**config.mk**
```make
export PLATFORM = sky130hd
export DESIGN_NAME = gshare_btb_predictor
export DESIGN_NICKNAME = d
export VERILOG_FILES = /design/src/rtl/gshare_btb_predictor_pkg.sv /design/src/rtl/gshare_btb_predictor_btb_table.sv /design/src/rtl/gshare_btb_predictor.sv
export SDC_FILE = /design/constraint.sdc
export NUM_CORES = 1
export LEC_CHECK = 0
export BUFFER_PORTS_ARGS = -buffer_cell sky130_fd_sc_hd__buf_2
export CELL_PAD_IN_SITES_DETAIL_PLACEMENT = 1
export CELL_PAD_IN_SITES_GLOBAL_PLACEMENT = 2
export CORE_MARGIN = 2
export CORE_UTILIZATION = 49
export CTS_BUF_LIST = sky130_fd_sc_hd__clkbuf_16
export DETAILED_ROUTE_END_ITERATION = 16
export GPL_TIMING_DRIVEN = 0
export PLACE_DENSITY = 0.79
export SYNTH_ARGS = -nofsm -noshare
export SYNTH_HDL_FRONTEND = slang
export SYNTH_SLANG_ARGS = --single-unit
```
**constraint.sdc**
```tcl
create_clock -name clk -period 9.4 [get_ports clk]
set_input_delay 0.47 -clock clk [delete_from_list [all_inputs] [get_ports clk]]
set_output_delay 0.47 -clock clk [all_outputs]
set_load 0.01 [all_outputs]
```
**src/rtl/gshare_btb_predictor_pkg.sv**
```systemverilog
// Shared types and helpers for the gshare/BTB fetch predictor.
package bp_pkg;

  typedef enum logic {INIT, RUN} bp_state_e;

  localparam int unsigned XLEN_DEF      = 32;
  localparam int unsigned BHT_DEPTH_DEF = 64;
  localparam int unsigned BTB_DEPTH_DEF = 16;
  localparam int unsigned GHR_BITS_DEF  = 6;
  localparam int unsigned CTR_BITS_DEF  = 2;

  // Weakly-not-taken: MSB clear, all lower bits set.
  function automatic int unsigned ctr_weak_nt(input int unsigned bits);
    return (1 << (bits - 1)) - 1;
  endfunction

  function automatic int unsigned ctr_max(input int unsigned bits);
    return (1 << bits) - 1;
  endfunction

  function automatic int unsigned max_u(input int unsigned a, input int unsigned b);
    return (a > b) ? a : b;
  endfunction

endpackage

```
**src/rtl/gshare_btb_predictor_btb_table.sv**
```systemverilog
// Direct-mapped branch target buffer: combinational read, synchronous write,
// and a per-entry clear used by the init walk.
module btb_table #(
  parameter int unsigned XLEN  = 32,
  parameter int unsigned DEPTH = 16,
  parameter int unsigned TAG_W = 26,
  parameter int unsigned IDX_W = $clog2(DEPTH)
) (
  input  logic             clk_i,
  input  logic [IDX_W-1:0] rd_idx_i,
  output logic             rd_valid_o,
  output logic [TAG_W-1:0] rd_tag_o,
  output logic [XLEN-1:0]  rd_target_o,
  output logic             rd_jump_o,
  input  logic             wr_en_i,
  input  logic [IDX_W-1:0] wr_idx_i,
  input  logic [TAG_W-1:0] wr_tag_i,
  input  logic [XLEN-1:0]  wr_target_i,
  input  logic             wr_jump_i,
  input  logic             clr_en_i,
  input  logic [IDX_W-1:0] clr_idx_i
);

  logic [DEPTH-1:0] valid_q;
  logic [DEPTH-1:0] jump_q;
  logic [TAG_W-1:0] tag_q    [DEPTH];
  logic [XLEN-1:0]  target_q [DEPTH];

  assign rd_valid_o  = valid_q[rd_idx_i];
  assign rd_tag_o    = tag_q[rd_idx_i];
  assign rd_target_o = target_q[rd_idx_i];
  assign rd_jump_o   = jump_q[rd_idx_i];

  // Clear and write never overlap: clear only runs during INIT, writes only in RUN.
  always_ff @(posedge clk_i) begin
    if (clr_en_i) begin
      valid_q[clr_idx_i] <= 1'b0;
    end else if (wr_en_i) begin
      valid_q[wr_idx_i]  <= 1'b1;
      jump_q[wr_idx_i]   <= wr_jump_i;
      tag_q[wr_idx_i]    <= wr_tag_i;
      target_q[wr_idx_i] <= wr_target_i;
    end
  end

endmodule

```
**src/rtl/gshare_btb_predictor.sv**
```systemverilog
// IF-stage next-PC generator: PC register, gshare direction table, BTB,
// and an init walk that seeds the tables after reset.
module gshare_btb_predictor
  import bp_pkg::*;
#(
  parameter int unsigned    XLEN      = XLEN_DEF,
  parameter logic [XLEN-1:0] RESET_PC = '0,
  parameter int unsigned    BHT_DEPTH = BHT_DEPTH_DEF,
  parameter int unsigned    BTB_DEPTH = BTB_DEPTH_DEF,
  parameter int unsigned    GHR_BITS  = GHR_BITS_DEF,
  parameter int unsigned    CTR_BITS  = CTR_BITS_DEF
) (
  input  logic                clk,
  input  logic                reset,
  input  logic                pc_stall,
  input  logic                ex_redirect,
  input  logic [XLEN-1:0]     ex_redirect_pc,
  input  logic                upd_valid,
  input  logic [XLEN-1:0]     upd_pc,
  input  logic                upd_is_jump,
  input  logic                upd_taken,
  input  logic [XLEN-1:0]     upd_target,
  input  logic [GHR_BITS-1:0] upd_ghr,
  output logic [XLEN-1:0]     o_PC,
  output logic                pred_valid,
  output logic                pred_taken,
  output logic [GHR_BITS-1:0] pred_ghr,
  output logic                init_busy
);

  localparam int unsigned BHT_IDX_W = $clog2(BHT_DEPTH);
  localparam int unsigned BTB_IDX_W = $clog2(BTB_DEPTH);
  localparam int unsigned TAG_W     = XLEN - BTB_IDX_W - 2;
  localparam int unsigned INIT_CNT  = max_u(BHT_DEPTH, BTB_DEPTH);
  localparam int unsigned INIT_W    = $clog2(INIT_CNT);
  localparam logic [CTR_BITS-1:0] CTR_WNT = CTR_BITS'(ctr_weak_nt(CTR_BITS));
  localparam logic [CTR_BITS-1:0] CTR_MAX = CTR_BITS'(ctr_max(CTR_BITS));

  bp_state_e           state_q;
  logic [INIT_W-1:0]   init_idx_q;
  logic [XLEN-1:0]     pc_q, pc_d;
  logic [GHR_BITS-1:0] ghr_q;
  logic [CTR_BITS-1:0] bht_q [BHT_DEPTH];

  logic                 run;
  logic [BHT_IDX_W-1:0] bidx, upd_bidx;
  logic [CTR_BITS-1:0]  ctr_cur, ctr_nxt;
  logic                 btb_valid, btb_jump;
  logic [TAG_W-1:0]     btb_tag;
  logic [XLEN-1:0]      btb_target;
  logic                 init_bht, init_btb, train_cond;

  assign run        = (state_q == RUN);
  assign init_bht   = !run && ({1'b0, init_idx_q} < (INIT_W + 1)'(BHT_DEPTH));
  assign init_btb   = !run && ({1'b0, init_idx_q} < (INIT_W + 1)'(BTB_DEPTH));
  assign train_cond = run && upd_valid && !upd_is_jump;

  assign bidx     = pc_q[BHT_IDX_W+1:2] ^ BHT_IDX_W'(ghr_q);
  assign upd_bidx = upd_pc[BHT_IDX_W+1:2] ^ BHT_IDX_W'(upd_ghr);

  btb_table #(
    .XLEN (XLEN),
    .DEPTH(BTB_DEPTH),
    .TAG_W(TAG_W)
  ) u_btb (
    .clk_i      (clk),
    .rd_idx_i   (pc_q[BTB_IDX_W+1:2]),
    .rd_valid_o (btb_valid),
    .rd_tag_o   (btb_tag),
    .rd_target_o(btb_target),
    .rd_jump_o  (btb_jump),
    .wr_en_i    (run && upd_valid && upd_taken),
    .wr_idx_i   (upd_pc[BTB_IDX_W+1:2]),
    .wr_tag_i   (upd_pc[XLEN-1:BTB_IDX_W+2]),
    .wr_target_i(upd_target),
    .wr_jump_i  (upd_is_jump),
    .clr_en_i   (init_btb),
    .clr_idx_i  (init_idx_q[BTB_IDX_W-1:0])
  );

  assign pred_valid = run && btb_valid && (btb_tag == pc_q[XLEN-1:BTB_IDX_W+2]);
  assign pred_taken = pred_valid && (btb_jump || bht_q[bidx][CTR_BITS-1]);
  assign pred_ghr   = ghr_q;
  assign init_busy  = !run;
  assign o_PC       = pc_q;

  always_comb begin
    pc_d = pc_q;
    if (run) begin
      if (ex_redirect)     pc_d = ex_redirect_pc;
      else if (pc_stall)   pc_d = pc_q;
      else if (pred_taken) pc_d = btb_target;
      else                 pc_d = pc_q + XLEN'(4);
    end
  end

  always_comb begin
    ctr_cur = bht_q[upd_bidx];
    ctr_nxt = ctr_cur;
    if (upd_taken && ctr_cur != CTR_MAX)      ctr_nxt = ctr_cur + CTR_BITS'(1);
    else if (!upd_taken && ctr_cur != '0)     ctr_nxt = ctr_cur - CTR_BITS'(1);
  end

  always_ff @(posedge clk) begin
    if (reset) begin
      state_q    <= INIT;
      init_idx_q <= '0;
      pc_q       <= RESET_PC;
      ghr_q      <= '0;
    end else begin
      pc_q <= pc_d;
      if (!run) begin
        if (init_idx_q == INIT_W'(INIT_CNT - 1)) state_q <= RUN;
        init_idx_q <= init_idx_q + INIT_W'(1);
      end else if (train_cond) begin
        // History is non-speculative: only resolved conditional branches shift in.
        ghr_q <= {ghr_q[GHR_BITS-2:0], upd_taken};
      end
    end
  end

  always_ff @(posedge clk) begin
    if (!reset) begin
      if (init_bht)        bht_q[init_idx_q[BHT_IDX_W-1:0]] <= CTR_WNT;
      else if (train_cond) bht_q[upd_bidx] <= ctr_nxt;
    end
  end

  logic unused_ok;
  assign unused_ok = ^{pc_q[1:0], upd_pc[1:0]};

endmodule
```
==> metrics.md <==
| Metric | Value |
|---|---|
| Outcome | finished, final reports clean |
| Count of standard-cell rows | 113 |
| Starting utilization of the core area | 0.493 |
| Number of cells produced by synthesis | 2401 |
| # DRC | 0 |
| Number of sinks on the clock net | 1137 |
| Number of synthesized register bits | 1137 |
| Worst-margin pin slew | 1.36 ns |
| Max transition margin | 0.0922 |
| Hold Path Stages | 1 |
| Inserted Clock Buffers | 116 |
| Cell type with the highest aggregate area in the netlist | edfxtp_1 |
| Hold/Removal Path Class | in2reg |
| Die W | 313 um |
| Final Routed Wirelength | 141 mm |
| Clock skew | 0.0331 ns |
| Number of unique standard cell types used by synthesis | 78 |
| Async set-or-reset flop fraction in the synthesized netlist | 0 |
| Via count of the first global-routing pass | 27000 |
| Fin crit share | 0.618 |
| Antenna violations before repair | 18 |
| Final worst path period need | 5.81 ns |
| Number of top-level pins | 150 |
| Hold_ws | 0.141 ns |
| Slack of the critical path | 3.59 ns |
| Post-CTS Hold Buffers | 0 |
| Area of the placeable core | 94700 sq um |
| Area Overhead vs Synth | 16.2% |
| R2R depth | 13 |
| Number of H-tree levels | 3 |
| Global-route wire length before repair | 201 mm |
| Final number of hold-violating endpoints | 0 |
| Placer congestion estimate | 0.856 |
| Reg2Reg Setup Slack | 4.09 ns |
| Maximum number of pins on one net before global-route repair | 57 |
| Unrepaired setup endpoints after global routing | no |
| Commonest register cell after synthesis | edfxtp_1 |
| Maximum net fanout on the critical path | 10 |
| Number of optimization iterations in the first detailed-route pass | 6 |
| DRT iter0 DRCs | 3406 |
| Detailed-route vias per instance | 6.36 |
| Share of post-route cells with drive strength above 1 | 0.287 |
| Number of synthesized flops with an enable pin | 1088 |
| Final setup violation count | 0 |
| Kind of start point of the critical path | flop |
| Number of slew-limit violations in the final report | 0 |
| Maximum root-to-sink buffer count | 3 |
| MaxCap Viol Count | 0 |
| Clock network latency to the later pin of the worst-skew pair | 0.71 ns |
| Total of cells resized after clock tree synthesis | 0 |
| Power per cell area | 193 nW/um^2 |
| Syn avg cell area | 19.5 sq um |
| Number of nets in the final layout | 2851 |
| Share of synthesized area occupied by flip-flops and latches | 0.720 |
| # port buffers | 143 |
| Total Routing Usage GR | 0.290 |
| Average wire per cell in the routed design | 34.4 um |
| Leading cell type in the layout, fill and taps excluded | edfxtp_1 |
| Leading cell types by total area after synthesis | edfxtp_1 (70%), mux4_2 (15%), mux2i_1 (2.5%) |
| Overall overflow remaining after global route | 0 |
| Vias post-DR | 26100 |
| Share of the synthesized area in the top cell type | 0.699 |
| Library cell used as clock root buffer | clkbuf_16 |
| Critical path class | reg2out |
| Filler Cell Count | 8322 |
| Die Height | 313 um |
| Post-CTS Repair Setup Buffers | 0 |
| Worst IR drop on VDD | 161 uV |
| Net count after synthesis | 2517 |
| Post-route standard cell area excluding fillers | 54300 sq um |
| Clock-pin slew of the registers on the worst-case setup and hold paths | 0.07 ns |
| Area of combinational cells with multiple inputs | 12400 sq um |
| Data required time at the worst endpoint | 8.93 ns |
| Most frequent cells in the layout | edfxtp_1 (1088), mux4_2 (303), buf_2 (188) |
| Area enclosed by the die boundary | 97800 sq um |
| Highest achievable clock rate | 172 MHz |
| Half-perimeter wire length after detailed placement | 95.9 mm |
| TritonCTS clock tree | done |
| Static leakage | 17.4 nW |
| Final TNS setup | 0 ns |
| Antenna Nets Post-Route | 0 |
| Worst setup timing slack at the placement stage | 2.86 ns |
| Endpoint type of the worst setup path | output pin |
| Storage cell area | 33700 sq um |
| Combined area of all synthesized cells | 46700 sq um |
| Placement-stage cell area | 50400 sq um |
| Number of warning messages in the yosys log | 0 |
| Data arrival time at the worst-slack endpoint | 5.34 ns |
[critical path, cell delays in order (launching register included)]
cell and delay, ns:
dfxtp_1 0.33, clkbuf_1 0.44, buf_4 0.36, buf_2 0.35, buf_2 0.42, buf_2 0.36, buf_4 0.26, buf_2 0.29
buf_2 0.49, nor3_1 0.12, nor3_1 0.24, nand4b_1 0.13, nor3_1 0.17, nand3_1 0.13, nor2_1 0.31, buf_2 0.20
[state kept, by name, indices dropped and copies added, names as in the netlist, named ones only]
| signal | flops |
|---|---|
| run | 1 |
| init_idx_q | 6 |
| o_PC | 32 |
| u_btb.target_q | 512 |
| u_btb.jump_q | 16 |
| u_btb.tag_q | 416 |
| bht_q | 128 |
| u_btb.valid_q | 16 |
| pred_ghr | 6 |
[per-stage QoR]
step / instances / util / power, W
floorplan: 2401 / - / 0.00575
global placement: 3809 / 0.517 / 0.00586
detailed placement: 3882 / 0.532 / 0.00589
CTS: 4102 / 0.573 / 0.0105
global route: 4104 / 0.573 / 0.0107
finish: 4105 / 0.573 / 0.0105
[routing by layer]
layer | global-route usage | share of wire | up-vias
li1 | - | - | 10500
met5 | 0 | 0.00061 | -
met2 | 0.450 | 0.47 | 1312
met3 | 0.0560 | 0.089 | 244
met4 | 0.0884 | 0.029 | 16
met1 | 0.422 | 0.41 | 14000
[layout make-up]
class,instances,share of cell area
clock inverter,100,0.0159
antenna,3,0.000138
sequential,1137,0.620
tap,1265,0.0292
multi-input combinational,1108,0.228
timing repair buffer,216,0.0362
buffer,137,0.0142
clock buffer,120,0.0553
inverter,19,0.00131
[power by group]
group          leakage, nW  total [W]  internal [W]  switching, W
combinational         4.98   0.000224     0.0000641      0.000160
sequential            10.5    0.00556       0.00555    0.00000892
clock                 2.00    0.00467       0.00271       0.00196
total                 17.4     0.0105       0.00833       0.00213
[cell families (layout without fill, tap and decap cells)]
logic type,Yosys count,after routing,share of synthesized area
compound gates,189,189,0.0289
xor+xnor,76,76,0.0144
fa+ha+maj,7,7,0.00187
buf+inv,156,592,0.0180
flops,1137,1137,0.720
mux,440,440,0.177
other cells,0,3,0
simple gates,396,396,0.0399
[path summary, 6_finish.rpt]
check | start | to
worst max-delay path | flop | pred_valid
worst max register to register | flop | flop
worst min-delay path | upd_target[10] | u_btb.target_q[3][10]$_DFFE_PP_
worst min register to register | u_btb.valid_q[15]$_DFFE_PP_ | u_btb.valid_q[15]$_DFFE_PP_
[cells in the mapped netlist (9+ instances only)]
cell type,count
edfxtp_1,1088
mux4_2,303
nor2_1,166
mux2i_1,119
nand2_1,63
a21oi_1,59
clkbuf_1,57
dfxtp_1,49
xnor2_1,47
buf_2,45
nand3_1,44
xor2_1,28
nor3_1,22
and2_1,21
o21ai_0,18
inv_1,17
a31oi_1,16
mux2_2,15
a211oi_1,14
or3_1,13
a22oi_1,12
nand4_1,12
and3_1,11
nand2b_1,11
buf_6,10
buf_1,9
buf_4,9
nor2b_1,9
No activity file was read; power rests on OpenSTA's default activity.
